**config.mk**
```make
export PLATFORM = sky130hd
export DESIGN_NAME = spi_word_receiver
export DESIGN_NICKNAME = d
export VERILOG_FILES = /design/src/rtl/fifo_defines_pkg.sv /design/src/rtl/sync_edge_det.sv /design/src/rtl/spi_word_receiver.sv
export SDC_FILE = /design/constraint.sdc
export NUM_CORES = 1
export LEC_CHECK = 0
export ABC_AREA = 1
export CORE_ASPECT_RATIO = 0.6
export CORE_MARGIN = 2
export CORE_UTILIZATION = 43
export CTS_CLUSTER_SIZE = 28
export DETAILED_ROUTE_END_ITERATION = 6
export DONT_BUFFER_PORTS = 1
export PLACE_DENSITY_LB_ADDON = 0.08
export SETUP_SLACK_MARGIN = 0.1
export SLEW_MARGIN = 40
export SYNTH_ARGS = -nofsm -noshare
export SYNTH_HDL_FRONTEND = slang
export SYNTH_SLANG_ARGS = --single-unit
```
**constraint.sdc**
```tcl
create_clock -name clk -period 4 [get_ports clk]
set_input_delay 1 -clock clk [delete_from_list [all_inputs] [get_ports clk]]
set_output_delay 1 -clock clk [all_outputs]
set_load 0.03 [all_outputs]
```
**src/rtl/fifo_defines_pkg.sv**
```systemverilog
// Shared FIFO/link definitions: SPI word receiver state encoding and default sizing.
`ifndef INT_BITS
`define INT_BITS 16
`endif

package fifo_defines_pkg;

   localparam int unsigned SPI_RX_DATA_W  = `INT_BITS;
   localparam int unsigned SPI_RX_DEPTH   = 8;
   localparam int unsigned SPI_RX_TIMEOUT = 64;

   typedef enum logic [1:0] {
      IDLE  = 2'd0,
      SHIFT = 2'd1,
      PUSH  = 2'd2
   } spi_rx_state_t;

endpackage

```
**src/rtl/sync_edge_det.sv**
```systemverilog
// Two-flop synchronizer with a history flop and a registered rising-edge pulse.
module sync_edge_det (
   input  logic clk,
   input  logic rst,
   input  logic i_async,
   output logic o_sync,
   output logic o_rise
);

   logic r_meta;
   logic r_sync;
   logic r_hist;

   always_ff @(posedge clk or negedge rst) begin
      if (!rst) begin
         r_meta <= 1'b0;
         r_sync <= 1'b0;
         r_hist <= 1'b0;
         o_rise <= 1'b0;
      end else begin
         r_meta <= i_async;
         r_sync <= r_meta;
         r_hist <= r_sync;
         o_rise <= r_sync & ~r_hist;
      end
   end

   assign o_sync = r_sync;

endmodule

```
**src/rtl/spi_word_receiver.sv**
```systemverilog
// Oversampling SPI receive path: reassembles MSB-first words and queues them
// in a show-ahead FIFO with sticky overflow and framing-error flags.
module spi_word_receiver
   import fifo_defines_pkg::*;
#(
   parameter int unsigned DATA_W  = SPI_RX_DATA_W,
   parameter int unsigned DEPTH   = SPI_RX_DEPTH,
   parameter int unsigned TIMEOUT = SPI_RX_TIMEOUT
) (
   input  logic                     clk,
   input  logic                     rst,
   input  logic                     sclk_i,
   input  logic                     mosi_i,
   input  logic                     done_i,
   output logic [DATA_W-1:0]        data_o,
   output logic                     valid_o,
   input  logic                     ready_i,
   output logic [$clog2(DEPTH):0]   count_o,
   output logic                     overflow_o,
   output logic                     frame_err_o,
   input  logic                     clr_i
);

   localparam int unsigned AW = $clog2(DEPTH);
   localparam int unsigned PW = AW + 1;
   localparam int unsigned BW = $clog2(DATA_W + 1);
   localparam int unsigned TW = $clog2(TIMEOUT + 1);

   logic w_sclk_re, w_done_re, w_mosi;
   logic w_unused_sclk_sync, w_unused_done_sync, w_unused_mosi_re;

   sync_edge_det u_sync_sclk (.clk(clk), .rst(rst), .i_async(sclk_i),
                              .o_sync(w_unused_sclk_sync), .o_rise(w_sclk_re));
   sync_edge_det u_sync_mosi (.clk(clk), .rst(rst), .i_async(mosi_i),
                              .o_sync(w_mosi), .o_rise(w_unused_mosi_re));
   sync_edge_det u_sync_done (.clk(clk), .rst(rst), .i_async(done_i),
                              .o_sync(w_unused_done_sync), .o_rise(w_done_re));

   spi_rx_state_t     r_state;
   logic [DATA_W-1:0] r_sr;
   logic [DATA_W-1:0] r_wr_data;
   logic [BW-1:0]     r_bit_cnt;
   logic [TW-1:0]     r_to_cnt;
   logic              r_wr_en;
   logic              r_err;
   logic [DATA_W-1:0] w_sr_shift;

   assign w_sr_shift = DATA_W'({r_sr, w_mosi});

   // Word assembly; r_wr_en/r_err are one-cycle requests to the FIFO and flag logic.
   always_ff @(posedge clk or negedge rst) begin
      if (!rst) begin
         r_state   <= IDLE;
         r_sr      <= '0;
         r_wr_data <= '0;
         r_bit_cnt <= '0;
         r_to_cnt  <= '0;
         r_wr_en   <= 1'b0;
         r_err     <= 1'b0;
      end else begin
         r_wr_en <= 1'b0;
         r_err   <= 1'b0;
         case (r_state)
            IDLE: begin
               r_bit_cnt <= '0;
               r_to_cnt  <= '0;
               if (w_sclk_re) begin
                  r_sr      <= DATA_W'(w_mosi);
                  r_bit_cnt <= BW'(1);
                  r_state   <= (DATA_W == 1) ? PUSH : SHIFT;
               end
            end
            SHIFT: begin
               if (w_sclk_re) begin
                  r_sr      <= w_sr_shift;
                  r_bit_cnt <= r_bit_cnt + BW'(1);
                  r_to_cnt  <= '0;
                  if (r_bit_cnt == BW'(DATA_W - 1)) r_state <= PUSH;
               end else if (w_done_re || (r_to_cnt == TW'(TIMEOUT - 1))) begin
                  r_err     <= 1'b1;
                  r_sr      <= '0;
                  r_bit_cnt <= '0;
                  r_to_cnt  <= '0;
                  r_state   <= IDLE;
               end else begin
                  r_to_cnt <= r_to_cnt + TW'(1);
               end
            end
            PUSH: begin
               r_wr_en   <= 1'b1;
               r_wr_data <= r_sr;
               r_err     <= w_sclk_re;
               r_bit_cnt <= '0;
               r_to_cnt  <= '0;
               r_state   <= IDLE;
            end
            default: r_state <= IDLE;
         endcase
      end
   end

   logic [DATA_W-1:0] r_mem [DEPTH];
   logic [PW-1:0]     r_wr_ptr, r_rd_ptr;
   logic [PW-1:0]     w_wr_ptr_nxt, w_rd_ptr_nxt, w_count_nxt;
   logic              w_full, w_pop, w_push_ok;
   logic [DATA_W-1:0] w_head_nxt;

   assign w_full       = (count_o == PW'(DEPTH));
   assign w_pop        = valid_o & ready_i;
   assign w_push_ok    = r_wr_en & (~w_full | w_pop);
   assign w_wr_ptr_nxt = r_wr_ptr + PW'(w_push_ok);
   assign w_rd_ptr_nxt = r_rd_ptr + PW'(w_pop);
   assign w_count_nxt  = w_wr_ptr_nxt - w_rd_ptr_nxt;
   // A word written into an otherwise-empty queue bypasses storage to the head.
   assign w_head_nxt   = (w_push_ok && (w_count_nxt == PW'(1))) ? r_wr_data
                                                                : r_mem[w_rd_ptr_nxt[AW-1:0]];

   always_ff @(posedge clk) begin
      if (w_push_ok) r_mem[r_wr_ptr[AW-1:0]] <= r_wr_data;
   end

   always_ff @(posedge clk or negedge rst) begin
      if (!rst) begin
         r_wr_ptr    <= '0;
         r_rd_ptr    <= '0;
         count_o     <= '0;
         valid_o     <= 1'b0;
         data_o      <= '0;
         overflow_o  <= 1'b0;
         frame_err_o <= 1'b0;
      end else begin
         r_wr_ptr    <= w_wr_ptr_nxt;
         r_rd_ptr    <= w_rd_ptr_nxt;
         count_o     <= w_count_nxt;
         valid_o     <= (w_count_nxt != '0);
         if (w_pop || (w_push_ok && (count_o == '0))) data_o <= w_head_nxt;
         overflow_o  <= (r_wr_en & w_full & ~w_pop) | (overflow_o & ~clr_i);
         frame_err_o <= r_err | (frame_err_o & ~clr_i);
      end
   end

endmodule

```
Word-level counts from Yosys, hierarchy flattened
Memories as Yosys holds them, arrays and structs flattened.
Index checks and enable logic that the tools add are counted.
Cells by class
  $add $sub $neg: 5
  eq/ne operators: 9
  reduce and logical (&&, ||, !) cells: 14
  bitwise operators: 16
  mux-type cells: 23
Operators with widths (number)
  $mux 16: 4
  $pmux 16 s2: 1
  $pmux 5 s3: 1
  $mux 7: 2
  $pmux 7 s2: 1
  $mux 5: 2
  $add 4x1->4: 2
  $and 1x1->1: 8
  $mux 2: 4
  $add 7x1->7 const B: 1
  $eq 7x6->1 const B: 1
  $mux 1: 6
  $reduce_and 3->1: 2
  $add 5x1->5 const B: 1
  $eq 5x4->1 const B: 1
  $not 1->1: 5
  $eq 4x1->1 const B: 1
  $eq 4x4->1 const B: 1
  $logic_not 4->1: 1
  $pmux 2 s2: 1
  $reduce_bool 2->1: 2
  $reduce_bool 4->1: 1
  $sub 4x4->4: 1
  $ne 3x2->1 const B: 1
  12 further kinds: 16
Storage, ports and cells
  logic and storage cells: 92
  input port bits: 7
  memories kept: 1
  flip-flop bits (word level): 89
  RAM bits: 128
  output and inout port bits: 23
Memory list
  r_mem: depth 8, bits a word 16, read ports 1, clocked after memory_dff 0, wr ports 1, line spi_word_receiver.sv:102  | logic [DATA_W-1:0] r_mem [DEPTH];

Depth between registers and ports, before layout
  word-level depth: 9
  depth in mapped cells: 17
  gate-level depth less buffers: 16

Cells and area by module
From an unflattened synthesis, not the netlist that was laid out.
Second synthesis, totals
  cell total of the unflattened synthesis: 774
  area, all modules: 8863.5 µm²
By module, submodules not included
  spi_word_receiver: seq. area each 5820.6 µm², times used 1, area each 8533.2 µm², cells an instance 756
  sync_edge_det: seq. area each 100.1 µm², times used 3, area each 110.1 µm², cells an instance 6

Least setup slack after synthesis
OpenSTA, ideal clock, no wires.
  kind: input-to-reg
  start point: in ready_i
  end point: reg data_o[5]
  data required time: 3.883 ns
  stages: 14
  setup time: 0.117 ns
  setup slack: 0.610 ns
  path buffers: 2
  arrival time: 3.273 ns
  cell sequence: nand2_1 > inv_1 > ha_1 > ha_1 > inv_1 > clkbuf_1 > fa_1 > inv_1 > nand2_1 > nor2_4 > clkbuf_8 > nand4_1 > nand3_1 > nand2_1
On the way
  elaborated cells between the ends (all ways): 12
  those cells by class: add/sub: 3; eq/ne: 1; mux: 1; bitwise: 3; reduce/logical: 3; memory: 1
RTL lines
  from (decl): line spi_word_receiver.sv:17  | input logic ready_i,
  $and 1x1->1: line spi_word_receiver.sv:109  | assign w_pop = valid_o & ready_i;
  $add 4x1->4: line spi_word_receiver.sv:112  | assign w_rd_ptr_nxt = r_rd_ptr + PW'(w_pop);
  via w_rd_ptr_nxt[1]: line spi_word_receiver.sv:104  | logic [PW-1:0] w_wr_ptr_nxt, w_rd_ptr_nxt, w_count_nxt;
  $sub 4x4->4: line spi_word_receiver.sv:113  | assign w_count_nxt = w_wr_ptr_nxt - w_rd_ptr_nxt;
  via w_count_nxt[1]: line spi_word_receiver.sv:104
  $eq 4x1->1: line spi_word_receiver.sv:115  | assign w_head_nxt = (w_push_ok && (w_count_nxt == PW'(1))) ? r_wr_data
  $logic_and 1x1->1: line spi_word_receiver.sv:115
  $mux 16: line spi_word_receiver.sv:115
  to (signal assigned): line spi_word_receiver.sv:136  | if (w_pop || (w_push_ok && (count_o == '0))) data_o <= w_head_nxt;
  to (decl): line spi_word_receiver.sv:15  | output logic [DATA_W-1:0] data_o,
The timed path passes the listed nets, and every way through them passes these cells.
A chain may end at the register's enable or synchronous reset.

Worst setup path in the final report
  start point: reg count_o[1]
  end point: reg data_o[3]
On the way
  cells in the longest elaborated chain, start to end: 9
  elaborated cells between the ends (all ways): 12
  those cells by class: add/sub: 2; eq/ne: 2; mux: 1; bitwise: 3; reduce/logical: 4
Ends and longest elaborated chain
  from (decl): line spi_word_receiver.sv:18  | output logic [$clog2(DEPTH):0] count_o,
  from (signal assigned): line spi_word_receiver.sv:134  | count_o <= w_count_nxt;
  $eq 4x4->1: line spi_word_receiver.sv:108  | assign w_full = (count_o == PW'(DEPTH));
  $not 1->1: line spi_word_receiver.sv:110  | assign w_push_ok = r_wr_en & (~w_full | w_pop);
  $or 1x1->1: line spi_word_receiver.sv:110
  $and 1x1->1: line spi_word_receiver.sv:110
  $add 4x1->4: line spi_word_receiver.sv:111  | assign w_wr_ptr_nxt = r_wr_ptr + PW'(w_push_ok);
  via w_wr_ptr_nxt[2]: line spi_word_receiver.sv:104
  $sub 4x4->4: line spi_word_receiver.sv:113
  $eq 4x1->1: line spi_word_receiver.sv:115
  $logic_and 1x1->1: line spi_word_receiver.sv:115
  $mux 16: line spi_word_receiver.sv:115
The timed path passes the listed nets, and every way through them passes these cells.

==> qor.yml <==
max_cap_violations: 0
dr_total_vias: 5651
route.detailed.vias_per_inst: 5.33
net_count_of_the_finished_layout: 796
synth-seq-cells: 217
yosys-top-cells-count: "edfxtp_1 (128), nand2_1 (123), dfrtp_1 (89), o21ai_0 (88), nor2_1 (80)"
drtPass1Iterations: 4
startpoint_type: "register"
grt_remaining_overflow: 0
antenna_left: 0
drt_first_iter_violations: 513
crit_path_end_kind: "register"
clock_tree_from_tritoncts: "yes"
first_global_vias: 5485
fin_skew_ns: 0.0131
critical_path.slowest_cell: "dfrtp_1"
stdcell_area_um2: 9800
routed_wire_length_per_instance_um: 18.9
post_synth.cell_area_avg_um2: 11.5
floorplan.core_area_um2: 20100
finalWorstPathRequiredPeriod_ns: 3.52
cts.sinks: 217
yosysWarningCount: 0
critPathKind: "register to register"
cts_hold_buffers: 0
power.leakage_nw: 3.76
setup-tns-final_ns: 0
htreeDepth: 1
placement.cell_area_um2: 9150
dp.final_hpwl_um: 12700
finish.utilization: 0.487
mappedNetlistArea_um2: 8890
met1Wirelength_um: 9920
clock_insertion_delay_worst_skew_ns: 0.49
timing.critical_path.slowest_cell_delay_ns: 0.49
postRouteWirelength_um: 20100
wl_met3_um: 1150
post-cts-setup-buffer-count: 0
placementRows: 40
cpMostUsedCell: "nand2_1"
hold_viol: 0
final_cell_count_no_fill: 1061
netlist.top_cell.by_area: "edfxtp_1"
synth.area.top_cells: "edfxtp_1 (43%), dfrtp_1 (25%), nand2_1 (5.2%), o21ai_0 (5.0%), nor2_1 (3.4%)"
grt_first_pass_wirelength_um: 31400
fill_cells: 1825
clk_path_buf_depth: 3
synth_cell_type_count: 37
grt_antenna_before_repair: 0
areaGrowthSynthToFinish_pct: 10.3
run_status: "completed"
syn_nets: 794
initial_core_util: 0.442
clockRootBuffer: "clkbuf_16"
max-slew-margin-rel: 0.493
die_h_um: 115
drive_gt1_frac: 0.0876
post-layout-total-power_mw: 7.55
n_antenna_cell: 0
ratio_of_final_minimum_period_to_clock_period: 0.881
routed.top_layer: "met4"
drt_drc_violations_left: 0
gp_congestion: 0.815
max_freq_mhz: 284
place.port_buffers: 0
count_of_final_setup_violators: 0
fp.dieArea_um2: 21900
floorplan.die.width_um: 190
design.portCount: 30
global_route.usage.total: 0.189
synthFlopType: "edfxtp_1"
synth_sequential_area_ratio: 0.683
grt_setup_unrepaired: "no"
ys_async_sr_fraction: 0.410
dp_worst_setup_slack_ns: 0.275
instance_count_of_the_mapped_netlist: 772
critPathArrivalTime_ns: 3.95
cts_made_buffers: 21
synth-edff-count: 128
hold_path.class: "primary input to asynchronous set/reset pin"
vdd_drop_max_v: 0.000371
clkTransAtPathRegs_ns: 0.06
final_max_slew_viol_count: 0
placedCellCount: 1024
max_slew.worst_pin.slew_ns: 0.760
grt_start_max_net_pins: 90
dr_wl_met2_um: 8710
worst-endpoint-required_ns: 4.43
finalWorstSetupSlack_ns: 0.477
critical_path.cell_chain: "nor3_1 > nand3_1 > nand2_1 > inv_1 > ha_1 > ha_1 > xor2_1 > ha_1 > a21oi_1 > nand2_1 > nand3b_2 > nand2_4 > nand3_4 > nand2_1 > nand3_1 > nand2_1"
holdWs_ns: 0.208
power.density_cell_area_nw_per_um2: 771
netlist.area_leader.share: 0.432
cp_max_fo: 19
synth.most_common_cell: "edfxtp_1"
postCtsResizedCells: 0
==> routing by layer <==
layer	global-route usage	vias up
li1	-	2705
met1	0.282	2810
met2	0.292	112
met3	0.0379	24
met4	0.0367	0
met5	0	-
==> power breakdown <==
group          internal (mW)  total (mW)  switching (mW)
clock                   1.09        1.87           0.783
combinational          0.755        2.61            1.86
sequential              2.64        3.07           0.429
total                   4.48        7.55            3.07
==> worst paths after layout <==
path / start / endpoint / slack (ns) / cells past startpoint
worst max-delay path: count_o[1] / data_o[3] / 0.48 / 16
worst max register to register: count_o[1] / data_o[3] / 0.48 / 16
worst min-delay path: rst / data_o[13] / 0.21 / 0
max in group asynchronous: rst / count_o[2] / 3.65 / 0
min in group clk: u_sync_done.r_meta / u_sync_done.o_sync / 0.36 / 0
worst min register to register: u_sync_done.r_meta / u_sync_done.o_sync / 0.36 / 0
==> state kept, by name (all words and copies together), names as in the netlist, 2 cells and up <==
| name | flops |
|---|---|
| r_mem | 128 |
| data_o | 16 |
| r_sr | 16 |
| r_wr_data | 16 |
| r_to_cnt | 7 |
| r_bit_cnt | 5 |
| count_o | 4 |
| r_rd_ptr | 4 |
| r_wr_ptr | 4 |
| r_state | 2 |
==> critical path: cells and delay by family (launching register included) <==
| family | cells | cell delay, ns |
|---|---|---|
| XOR/XNOR | 1 | 0.25 |
| AO/OA/AOI/OAI | 1 | 0.13 |
| adder cells (fa/ha/maj) | 3 | 0.75 |
| AND/OR/NAND/NOR | 10 | 1.77 |
| buffers and inverters | 1 | 0.07 |
| flip-flops | 1 | 0.49 |
==> cells by family (layout without fill, tap and decap cells) <==
logic type,count (synthesis),count (layout),synth area share
compound gates,150,150,0.0959
flops,217,217,0.683
mux,1,1,0.00113
buf+inv,91,107,0.0456
fa+ha+maj,15,15,0.0220
xor+xnor,8,8,0.00788
simple gates,290,290,0.144
==> cell usage in the layout (no fill, tap or decap), types with 6 or more instances in the layout <==
cell type	synthesis	final
nand4_1	23	23
nor2_1	80	80
nand2_2	9	9
o21ai_0	88	88
dfrtp_1	89	89
o221ai_1	16	16
ha_1	14	13
o21ai_1	18	18
buf_4	2	17
nand2_1	123	123
o22ai_1	20	20
edfxtp_1	128	128
xor2_1	6	6
clkbuf_1	22	8
nand3_1	41	41
clkbuf_16	0	21
inv_1	49	49
==> area by class of cell <==
cell class                 instances  area [um2]  area share
sequential                       217        6070       0.620
tap                              273         342      0.0349
multi-input combinational        464        2410       0.246
clock buffer                      37         647      0.0660
timing repair buffer              17         128      0.0130
inverter                          53         199      0.0203
Note: power is estimated with default switching activity, not from simulation.
